## src/rtl/pipelined_adder_n_pkg.sv

```systemverilog
// Shared definitions for the pipelined adder: opcode encodings and the
// full-adder cell that the ripple slices are built from.
package pipelined_adder_n_pkg;

  localparam logic OP_ADD = 1'b0;
  localparam logic OP_SUB = 1'b1;

  // Full-adder sum bit.
  function automatic logic fa_sum(input logic x, input logic y, input logic c);
    return x ^ y ^ c;
  endfunction

  // Full-adder carry bit.
  function automatic logic fa_carry(input logic x, input logic y, input logic c);
    return (x & y) | (c & (x ^ y));
  endfunction

  // Carry into the lowest slice: subtraction supplies the +1 of two's complement.
  function automatic logic stage0_cin(input logic op, input logic carryin);
    return (op == OP_SUB) ? 1'b1 : carryin;
  endfunction

endpackage

```

## src/rtl/pipelined_adder_n_slice.sv

```systemverilog
// Purely combinational SLICE_W-bit ripple-carry slice built from full-adder cells.
module pipelined_adder_n_slice
  import pipelined_adder_n_pkg::*;
#(
  parameter int SLICE_W = 8
) (
  input  logic [SLICE_W-1:0] i_a,
  input  logic [SLICE_W-1:0] i_b,
  input  logic               i_cin,
  output logic [SLICE_W-1:0] o_sum,
  output logic               o_cout
);

  logic [SLICE_W:0] w_c;

  // Ripple the carry bit by bit through the full-adder cells.
  always_comb begin
    w_c    = '0;
    o_sum  = '0;
    w_c[0] = i_cin;
    for (int i = 0; i < SLICE_W; i++) begin
      o_sum[i]  = fa_sum(i_a[i], i_b[i], w_c[i]);
      w_c[i+1]  = fa_carry(i_a[i], i_b[i], w_c[i]);
    end
  end

  assign o_cout = w_c[SLICE_W];

endmodule

```

## src/rtl/pipelined_adder_n.sv

```systemverilog
// Pipelined two's-complement adder/subtractor. Each stage resolves one
// SLICE_W-bit slice; unresolved operand slices ride along skewed, resolved
// sum slices accumulate into the deskewed result. A single global advance
// signal stalls every stage together, so bubbles are kept in place.
module pipelined_adder_n
  import pipelined_adder_n_pkg::*;
#(
  parameter int WIDTH   = 32,
  parameter int SLICE_W = 8
) (
  input  logic             clk,
  input  logic             rst,
  input  logic             in_valid,
  output logic             in_ready,
  input  logic [WIDTH-1:0] a,
  input  logic [WIDTH-1:0] b,
  input  logic             carryin,
  input  logic             sub,
  output logic             out_valid,
  input  logic             out_ready,
  output logic [WIDTH-1:0] sum,
  output logic             cout,
  output logic             overflow,
  output logic             zero
);

  localparam int STAGES = WIDTH / SLICE_W;

  if (WIDTH % SLICE_W != 0) begin : g_width_check
    $error("pipelined_adder_n: WIDTH must be an integer multiple of SLICE_W");
  end

  // Insert resolved slice idx into a partially built sum word.
  function automatic logic [WIDTH-1:0] put_slice(input logic [WIDTH-1:0] base,
                                                 input logic [SLICE_W-1:0] s,
                                                 input int idx);
    logic [WIDTH-1:0] r;
    r = base;
    r[idx*SLICE_W +: SLICE_W] = s;
    return r;
  endfunction

  logic               w_adv;
  logic [STAGES-1:0]  r_vld;
  logic [STAGES-1:0]  w_vld_in;

  // Per-stage inputs (operands, sub flag, carry, partial sum) and slice results.
  logic [WIDTH-1:0]   w_a_in     [STAGES];
  logic [WIDTH-1:0]   w_b_in     [STAGES];
  logic [WIDTH-1:0]   w_s_in     [STAGES];
  logic               w_sub_in   [STAGES];
  logic               w_cin      [STAGES];
  logic [SLICE_W-1:0] w_bs       [STAGES];
  logic [SLICE_W-1:0] w_slice_sum[STAGES];
  logic               w_slice_co [STAGES];
  logic [WIDTH-1:0]   w_s_next   [STAGES];

  // Registered stage outputs feeding the next stage.
  logic [WIDTH-1:0]   w_a_q      [STAGES];
  logic [WIDTH-1:0]   w_b_q      [STAGES];
  logic [WIDTH-1:0]   w_s_q      [STAGES];
  logic               w_sub_q    [STAGES];
  logic               w_c_q      [STAGES];

  logic [WIDTH-1:0]   r_sum;
  logic               r_cout;
  logic               r_ovf;
  logic               r_zero;

  assign w_adv     = !r_vld[STAGES-1] || out_ready;
  assign in_ready  = w_adv;
  assign out_valid = r_vld[STAGES-1];
  assign sum       = r_sum;
  assign cout      = r_cout;
  assign overflow  = r_ovf;
  assign zero      = r_zero;

  if (STAGES == 1) begin : g_vld_single
    assign w_vld_in = in_valid;
  end else begin : g_vld_multi
    assign w_vld_in = {r_vld[STAGES-2:0], in_valid};
  end

  // Stage valid bits shift together on every advance; bubbles are preserved.
  always_ff @(posedge clk or posedge rst) begin
    if (rst) begin
      r_vld <= '0;
    end else if (w_adv) begin
      r_vld <= w_vld_in;
    end
  end

  for (genvar k = 0; k < STAGES; k++) begin : g_stage
    localparam int LO = k * SLICE_W;

    if (k == 0) begin : g_first
      assign w_a_in[k]   = a;
      assign w_b_in[k]   = b;
      assign w_sub_in[k] = sub;
      assign w_cin[k]    = stage0_cin(sub, carryin);
      assign w_s_in[k]   = '0;
    end else begin : g_next
      assign w_a_in[k]   = w_a_q[k-1];
      assign w_b_in[k]   = w_b_q[k-1];
      assign w_sub_in[k] = w_sub_q[k-1];
      assign w_cin[k]    = w_c_q[k-1];
      assign w_s_in[k]   = w_s_q[k-1];
    end

    assign w_bs[k] = (w_sub_in[k] == OP_ADD) ? w_b_in[k][LO +: SLICE_W]
                                             : ~w_b_in[k][LO +: SLICE_W];

    pipelined_adder_n_slice #(.SLICE_W(SLICE_W)) u_slice (
      .i_a   (w_a_in[k][LO +: SLICE_W]),
      .i_b   (w_bs[k]),
      .i_cin (w_cin[k]),
      .o_sum (w_slice_sum[k]),
      .o_cout(w_slice_co[k])
    );

    assign w_s_next[k] = put_slice(w_s_in[k], w_slice_sum[k], k);

    if (k < STAGES - 1) begin : g_mid
      // ---- stage k -> stage k+1 boundary ----
      logic [WIDTH-1:0] r_a_p;
      logic [WIDTH-1:0] r_b_p;
      logic [WIDTH-1:0] r_s_p;
      logic             r_sub_p;
      logic             r_c_p;

      // Carry the beat forward: skewed operands, partial sum, carry and op.
      always_ff @(posedge clk) begin
        if (w_adv) begin
          r_a_p   <= w_a_in[k];
          r_b_p   <= w_b_in[k];
          r_s_p   <= w_s_next[k];
          r_sub_p <= w_sub_in[k];
          r_c_p   <= w_slice_co[k];
        end
      end

      assign w_a_q[k]   = r_a_p;
      assign w_b_q[k]   = r_b_p;
      assign w_s_q[k]   = r_s_p;
      assign w_sub_q[k] = r_sub_p;
      assign w_c_q[k]   = r_c_p;
    end else begin : g_last
      // ---- last stage -> output register boundary ----
      assign w_a_q[k]   = '0;
      assign w_b_q[k]   = '0;
      assign w_s_q[k]   = '0;
      assign w_sub_q[k] = 1'b0;
      assign w_c_q[k]   = 1'b0;

      // Capture the deskewed result and flags from the MSB slice inputs.
      always_ff @(posedge clk or posedge rst) begin
        if (rst) begin
          r_sum  <= '0;
          r_cout <= 1'b0;
          r_ovf  <= 1'b0;
          r_zero <= 1'b0;
        end else if (w_adv && w_vld_in[k]) begin
          r_sum  <= w_s_next[k];
          r_cout <= w_slice_co[k];
          r_ovf  <= (w_a_in[k][WIDTH-1] == w_bs[k][SLICE_W-1]) &&
                    (w_s_next[k][WIDTH-1] != w_a_in[k][WIDTH-1]);
          r_zero <= ~|w_s_next[k];
        end
      end
    end
  end

endmodule
```

## config.mk

```make
export PLATFORM = sky130hd
export DESIGN_NAME = pipelined_adder_n
export DESIGN_NICKNAME = d
export VERILOG_FILES = /design/src/rtl/pipelined_adder_n_pkg.sv /design/src/rtl/pipelined_adder_n_slice.sv /design/src/rtl/pipelined_adder_n.sv
export SDC_FILE = /design/constraint.sdc
export NUM_CORES = 1
export LEC_CHECK = 0
export CAP_MARGIN = 25
export CORE_MARGIN = 4
export CORE_UTILIZATION = 58
export CTS_CLUSTER_SIZE = 24
export DETAILED_ROUTE_END_ITERATION = 7
export PLACE_DENSITY = 0.95
export SLEW_MARGIN = 20
export SYNTH_ARGS = -nofsm -noshare
export SYNTH_HDL_FRONTEND = slang
export SYNTH_SLANG_ARGS = --single-unit
```

## constraint.sdc

```tcl
create_clock -name clk -period 8.2 [get_ports clk]
set_clock_uncertainty 0.2 [all_clocks]
set_input_delay 2.05 -clock clk [delete_from_list [all_inputs] [get_ports clk]]
set_output_delay 2.05 -clock clk [all_outputs]
set_load 0.01 [all_outputs]
```

## Yosys cells after proc, flatten, opt, wreduce, memory -nomap -nowiden

Index checks and enable logic that the tools add are counted.

| cells by class | value |
|---|---|
| eq/ne operators | 2 |
| reduce and logical (&&, ||, !) cells | 6 |
| add/sub/neg operators | 0 |
| divide/modulo/power cells | 0 |
| mux-type cells | 5 |
| bitwise logic cells | 164 |
| multipliers | 0 |
| shift-type cells | 0 |
| order comparisons | 0 |

Operator list:

| operator | count |
|---|---|
| $and A1 B1 Y1 | 64 |
| $xor A1 B1 Y1 | 64 |
| $mux W8 | 4 |
| $not A8 Y8 | 4 |
| $or A1 B1 Y1 | 32 |
| $reduce_or A32 Y1 | 1 |
| $logic_and A1 B1 Y1 | 2 |
| $logic_not A1 Y1 | 2 |
| $eq A1 B1 Y1 | 1 |
| $logic_or A1 B1 Y1 | 1 |
| $mux W1 | 1 |
| $ne A1 B1 Y1 | 1 |

| word-level totals | value |
|---|---|
| bits of input ports | 70 |
| memories | 0 |
| bits in latches | 0 |
| memory bits (writable) | 0 |
| logic and storage cells | 197 |
| output and inout port bits | 37 |
| register bits after elaboration | 285 |
| memory bits (read-only) | 0 |

## Longest topological paths before layout

| depth | value |
|---|---|
| depth in word-level cells | 20 |
| gate-level depth with buffers | 16 |
| mapped depth without buffers | 15 |

## By module

A second synthesis with hierarchy kept.

| unflattened totals | value |
|---|---|
| cell total of the unflattened synthesis | 361 |
| area total of the unflattened synthesis | 7315.8 um^2 |

Modules (own cells, without submodules):

| module | area each (um^2) | instances | seq. area each (um^2) | cells an instance |
|---|---|---|---|---|
| pipelined_adder_n | 6525.0 | 1 | 5480.3 | 289 |
| pipelined_adder_n_slice | 197.7 | 4 | 0.0 | 18 |

## Worst setup path after synthesis

OpenSTA, ideal clock, no wires.

| timing | value |
|---|---|
| kind | in2reg |
| from | input port sub |
| to | register g_stage[0].g_mid.r_s_p[7] (data pin) |
| path slack | 2.360 ns |
| buffers on the path | 1 |
| data required time | 7.731 ns |
| library setup time | 0.269 ns |
| stages on the path | 12 |
| data arrival time | 5.371 ns |
| path through | buf_2 > xor2_1 > fa_1 > fa_1 > inv_1 > fa_1 > fa_1 > fa_1 > fa_1 > fa_1 > inv_1 > fa_1 |

| on the way | value |
|---|---|
| cells in the longest elaborated chain, start to end | 17 |
| elaborated cells between the ends (all ways) | 32 |
| classes of those cells | mux (2); bitwise (30) |

Ends and longest elaborated chain:

| element | line | text |
|---|---|---|
| from (decl) | pipelined_adder_n.sv:18 | `input logic sub,` |
| $mux W8 | pipelined_adder_n.sv:110 | `assign w_bs[k] = (w_sub_in[k] == OP_ADD) ? w_b_in[k][LO +: SLICE_W]` |
| $xor A1 B1 Y1 | pipelined_adder_n_pkg.sv:15 | `return (x & y) \| (c & (x ^ y));` |
| $and A1 B1 Y1 | pipelined_adder_n_pkg.sv:15 |  |
| $or A1 B1 Y1 | pipelined_adder_n_pkg.sv:15 |  |
| $and A1 B1 Y1 | pipelined_adder_n_pkg.sv:15 |  |
| $or A1 B1 Y1 | pipelined_adder_n_pkg.sv:15 |  |
| $and A1 B1 Y1 | pipelined_adder_n_pkg.sv:15 |  |
| $or A1 B1 Y1 | pipelined_adder_n_pkg.sv:15 |  |
| [... 2 more ...] | - |  |
| $and A1 B1 Y1 | pipelined_adder_n_pkg.sv:15 |  |
| $or A1 B1 Y1 | pipelined_adder_n_pkg.sv:15 |  |
| $and A1 B1 Y1 | pipelined_adder_n_pkg.sv:15 |  |
| $or A1 B1 Y1 | pipelined_adder_n_pkg.sv:15 |  |
| $and A1 B1 Y1 | pipelined_adder_n_pkg.sv:15 |  |
| $or A1 B1 Y1 | pipelined_adder_n_pkg.sv:15 |  |
| $xor A1 B1 Y1 (*) | pipelined_adder_n_pkg.sv:10 | `return x ^ y ^ c;` |
| via g_stage[0].u_slice.o_sum[7] | pipelined_adder_n_slice.sv:10 | `output logic [SLICE_W-1:0] o_sum,` |
| to (signal assigned) | pipelined_adder_n.sv:136 | `r_s_p <= w_s_next[k];` |
| to (decl) | pipelined_adder_n.sv:127 | `logic [WIDTH-1:0] r_s_p;` |

The timed path passes the listed nets; every way through them passes the cells marked *.
A chain may end at the register's enable or synchronous reset.

## Final worst setup path

| timing | value |
|---|---|
| from | input port out_ready |
| to | output port in_ready |

| on the way | value |
|---|---|
| cells in the longest elaborated chain, start to end | 1 |

Ends and longest elaborated chain:

| element | line | text |
|---|---|---|
| from (decl) | pipelined_adder_n.sv:20 | `input logic out_ready,` |
| $logic_or A1 B1 Y1 | pipelined_adder_n.sv:70 | `assign w_adv = !r_vld[STAGES-1] \|\| out_ready;` |
| to (decl) | pipelined_adder_n.sv:14 | `output logic in_ready,` |

Every way passes these cells.

==> results.md <==
- Die H: 120 um
- Via density: 5.02
- Gr ovfl total: 0
- Number of gates resized after cts: 0
- Final setup margin: 1980 ps
- Root Driver: clkbuf_16
- Die ar.: 14500 sq um
- CP Class: primary input to primary output
- Share of layout cells above drive strength 1: 12.7%
- Placed Cells: 649
- Status: finished clean
- CP top delay family: buffers and inverters
- Fillers: 641
- Slowest cell on crit path: clkdlybuf4s50_1
- Postcts setup bufs: 0
- Number of DRC markers in iteration 0: 230
- GP Congestion: 0.785
- Max cap viols: 0
- Final worst path period need: 6220 ps
- Die Wd: 120 um
- Hold slack: 217 ps
- Leakage power total: 3.59 nW
- Nets: 603
- Commonest cells in the netlist: 150 x edfxtp_1, 56 x inv_1, 39 x dfrtp_1
- Post-synth EDFFs: 150
- Maximum buffer depth of the clock tree: 2
- First-pass detailed-route iteration total: 4
- CP Cell Sequence: clkdlybuf4s50_1, nor2b_4, inv_6, clkdlybuf4s50_1
- CP most frequent cell: clkdlybuf4s50_1
- Seq cells post-synth: 189
- Peak VDD IR: 0.173 mV
- Initial antenna violation count: 0
- Largest net degree at the start of global routing: 99
- Worst min-delay path category: flop to flop
- IO Count: 107
- Worst R2R Path Depth: 15
- Hold_buf cts: 0
- Synth Instances: 381
- Vias: 3416
- Most numerous cell in the Yosys netlist: edfxtp_1
- Top_reg_cell synth: edfxtp_1
- Avg Cell Area, Syn: 19.2 sq um
- Rows: 40
- Clk Latency, worst-skew pair: 430 ps
- Syn_nets: 484
- Worst setup EP type: primary output
- Vias in the first global route: 3823
- Register area share after synthesis: 75.0%
- DRC violations left: 0
- Worst Path Buf+Inv: 3
- Area of the mapped netlist: 7310 sq um
- P&R area growth vs syn: 24.9%
- RSZ-0062 raised after global routing: no
- WL final: 12800 um
- Global-route wire length before repair: 19900 um
- Power per cell area: 391 nW/um^2
- Slowest stage delay, CP: 680 ps
- Num Clock Sinks: 189
- Worst rel slew slack: 44.0%
- Tightest Pin Transition: 840 ps
- Wirelength per Cell: 18.8 um
- IO Port Bufs: 106
- Worst reg2reg endpoint: zero
- Final instance area: 9130 sq um
- Top post-synthesis cells by area: edfxtp_1 62%, dfrtp_1 13%, fa_1 8.8%
- Synth top area share: 61.6%
- Setup TNS: 0 ps
- Worst EP required: 5950 ps
- Final hold vios: 0
- Hold Path End: g_stage[1].g_mid.r_b_p[29]
- Final Core Density: 75.0%
- FF-to-FF Start: g_stage[2].g_mid.r_sub_p
- Htree depth: 4
- Gr usage total: 18.7%
- Worst hold start: g_stage[0].g_mid.r_b_p[29]
- Non-Filler Instances: 681
- DRT antenna net count: 0
- Largest area contributor in the netlist: edfxtp_1
- Yosys warnings: 0
- Post-detail-place hpwl: 8590 um
- Yosys cell types: 22
- CP arrival: 3970 ps
- Core ar.: 12200 sq um
- Crit-path max FO: 98
- Clock transition at path regs: 70 ps
- Post-Place Cell Area: 8540 sq um
- Final Cycle Share: 75.8%
- Initial Util: 60.1%
- Total power: 3.57 mW
- Ant diodes: 0
- Fraction of registers with async set/reset: 20.6%
- CTS tree: built
- WHS Path Cells: 0
- Flop2flop setup slack: 2770 ps
- Startpoint Class: primary input
- CTS buffer count: 17
- F_max: 161 MHz
- Endpoints failing setup: 0
- Max Slew Vio Count: 0
- Pre-CTS WS: 1560 ps
-- worst reg2reg max path, delay by kind of cell, from the launching register on --
family,cells,cell delay [ps]
adders and majority gates,8,3260
DFF,1,620
and+or+nand+nor,2,490
buffers and inverters,3,280
xor gates and xnor gates,1,250
AOI/OAI and AO/OA,1,240
-- routing by layer --
| metal | part of all wire [%] | up-vias | global-route usage (%) |
|---|---|---|---|
| met3 | 5.4 | 28 | 5.75 |
| met5 | 0 | - | 0 |
| li1 | - | 1551 | - |
| met2 | 52 | 121 | 31.8 |
| met1 | 39 | 1716 | 22.2 |
| met4 | 2.9 | 0 | 8.36 |
-- cell usage in the layout (no fill, tap or decap), types with 3 or more instances in the layout --
master	instances
mux2_4	22
mux2_2	7
clkbuf_16	17
xor2_1	9
xnor2_1	24
fa_1	32
nor4_1	4
edfxtp_1	150
dfrtp_1	39
o21ai_0	15
nor4b_1	3
clkinvlp_4	3
clkdlybuf4s50_1	106
inv_1	56
inv_6	4
-- power by group --
| part | internal [mW] | switching, mW |
|---|---|---|
| logic | 0.555 | 0.532 |
| clock network | 0.454 | 0.361 |
| registers | 1.49 | 0.177 |
| total | 2.50 | 1.07 |
-- cells by family after synthesis --
group                    share of synthesized area (%)
adder cells (fa/ha/maj)                           8.94
AND/OR/NAND/NOR                                   1.54
flip-flops                                        75.0
multiplexers                                      5.60
buffers and inverters                             3.77
AO/OA/AOI/OAI                                     1.23
XOR/XNOR                                          3.95
-- registers in the layout, indices dropped and copies added (netlist names) --
name,cells
sum,32
g_stage.g_mid.r_a_p,48
g_stage.g_mid.r_b_p,48
g_stage.g_mid.r_sub_p,3
overflow,1
g_stage.g_mid.r_c_p,3
r_vld,4
cout,1
zero,1
g_stage.g_mid.r_s_p,48
-- final cells by class --
type                            instances  area (sq um)  share of cell area (%)
Clock buffer                           17           425                    4.66
Clock inverter                         15           161                    1.77
Inverter                               57           219                    2.40
Multi-Input combinational cell        127          1550                    17.0
Sequential cell                       189          5480                    60.0
Tap cell                              168           210                    2.30
Timing Repair Buffer                  108          1080                    11.8
-- worst max-delay path by stage --
stage / start / end / slack, ps / cells past startpoint
final: out_ready / in_ready / 1980 / 4
after global routing: sub / g_stage[0].g_mid.r_s_p[7] / 1840 / 12
after CTS: out_ready / in_ready / 1970 / 4
after detailed placement: sub / g_stage[0].g_mid.r_s_p[7] / 1560 / 12
after global placement: sub / g_stage[0].g_mid.r_s_p[7] / 1710 / 12
after floorplan: sub / g_stage[0].g_mid.r_s_p[7] / 2360 / 12
Note: power is estimated with default switching activity, not from simulation.
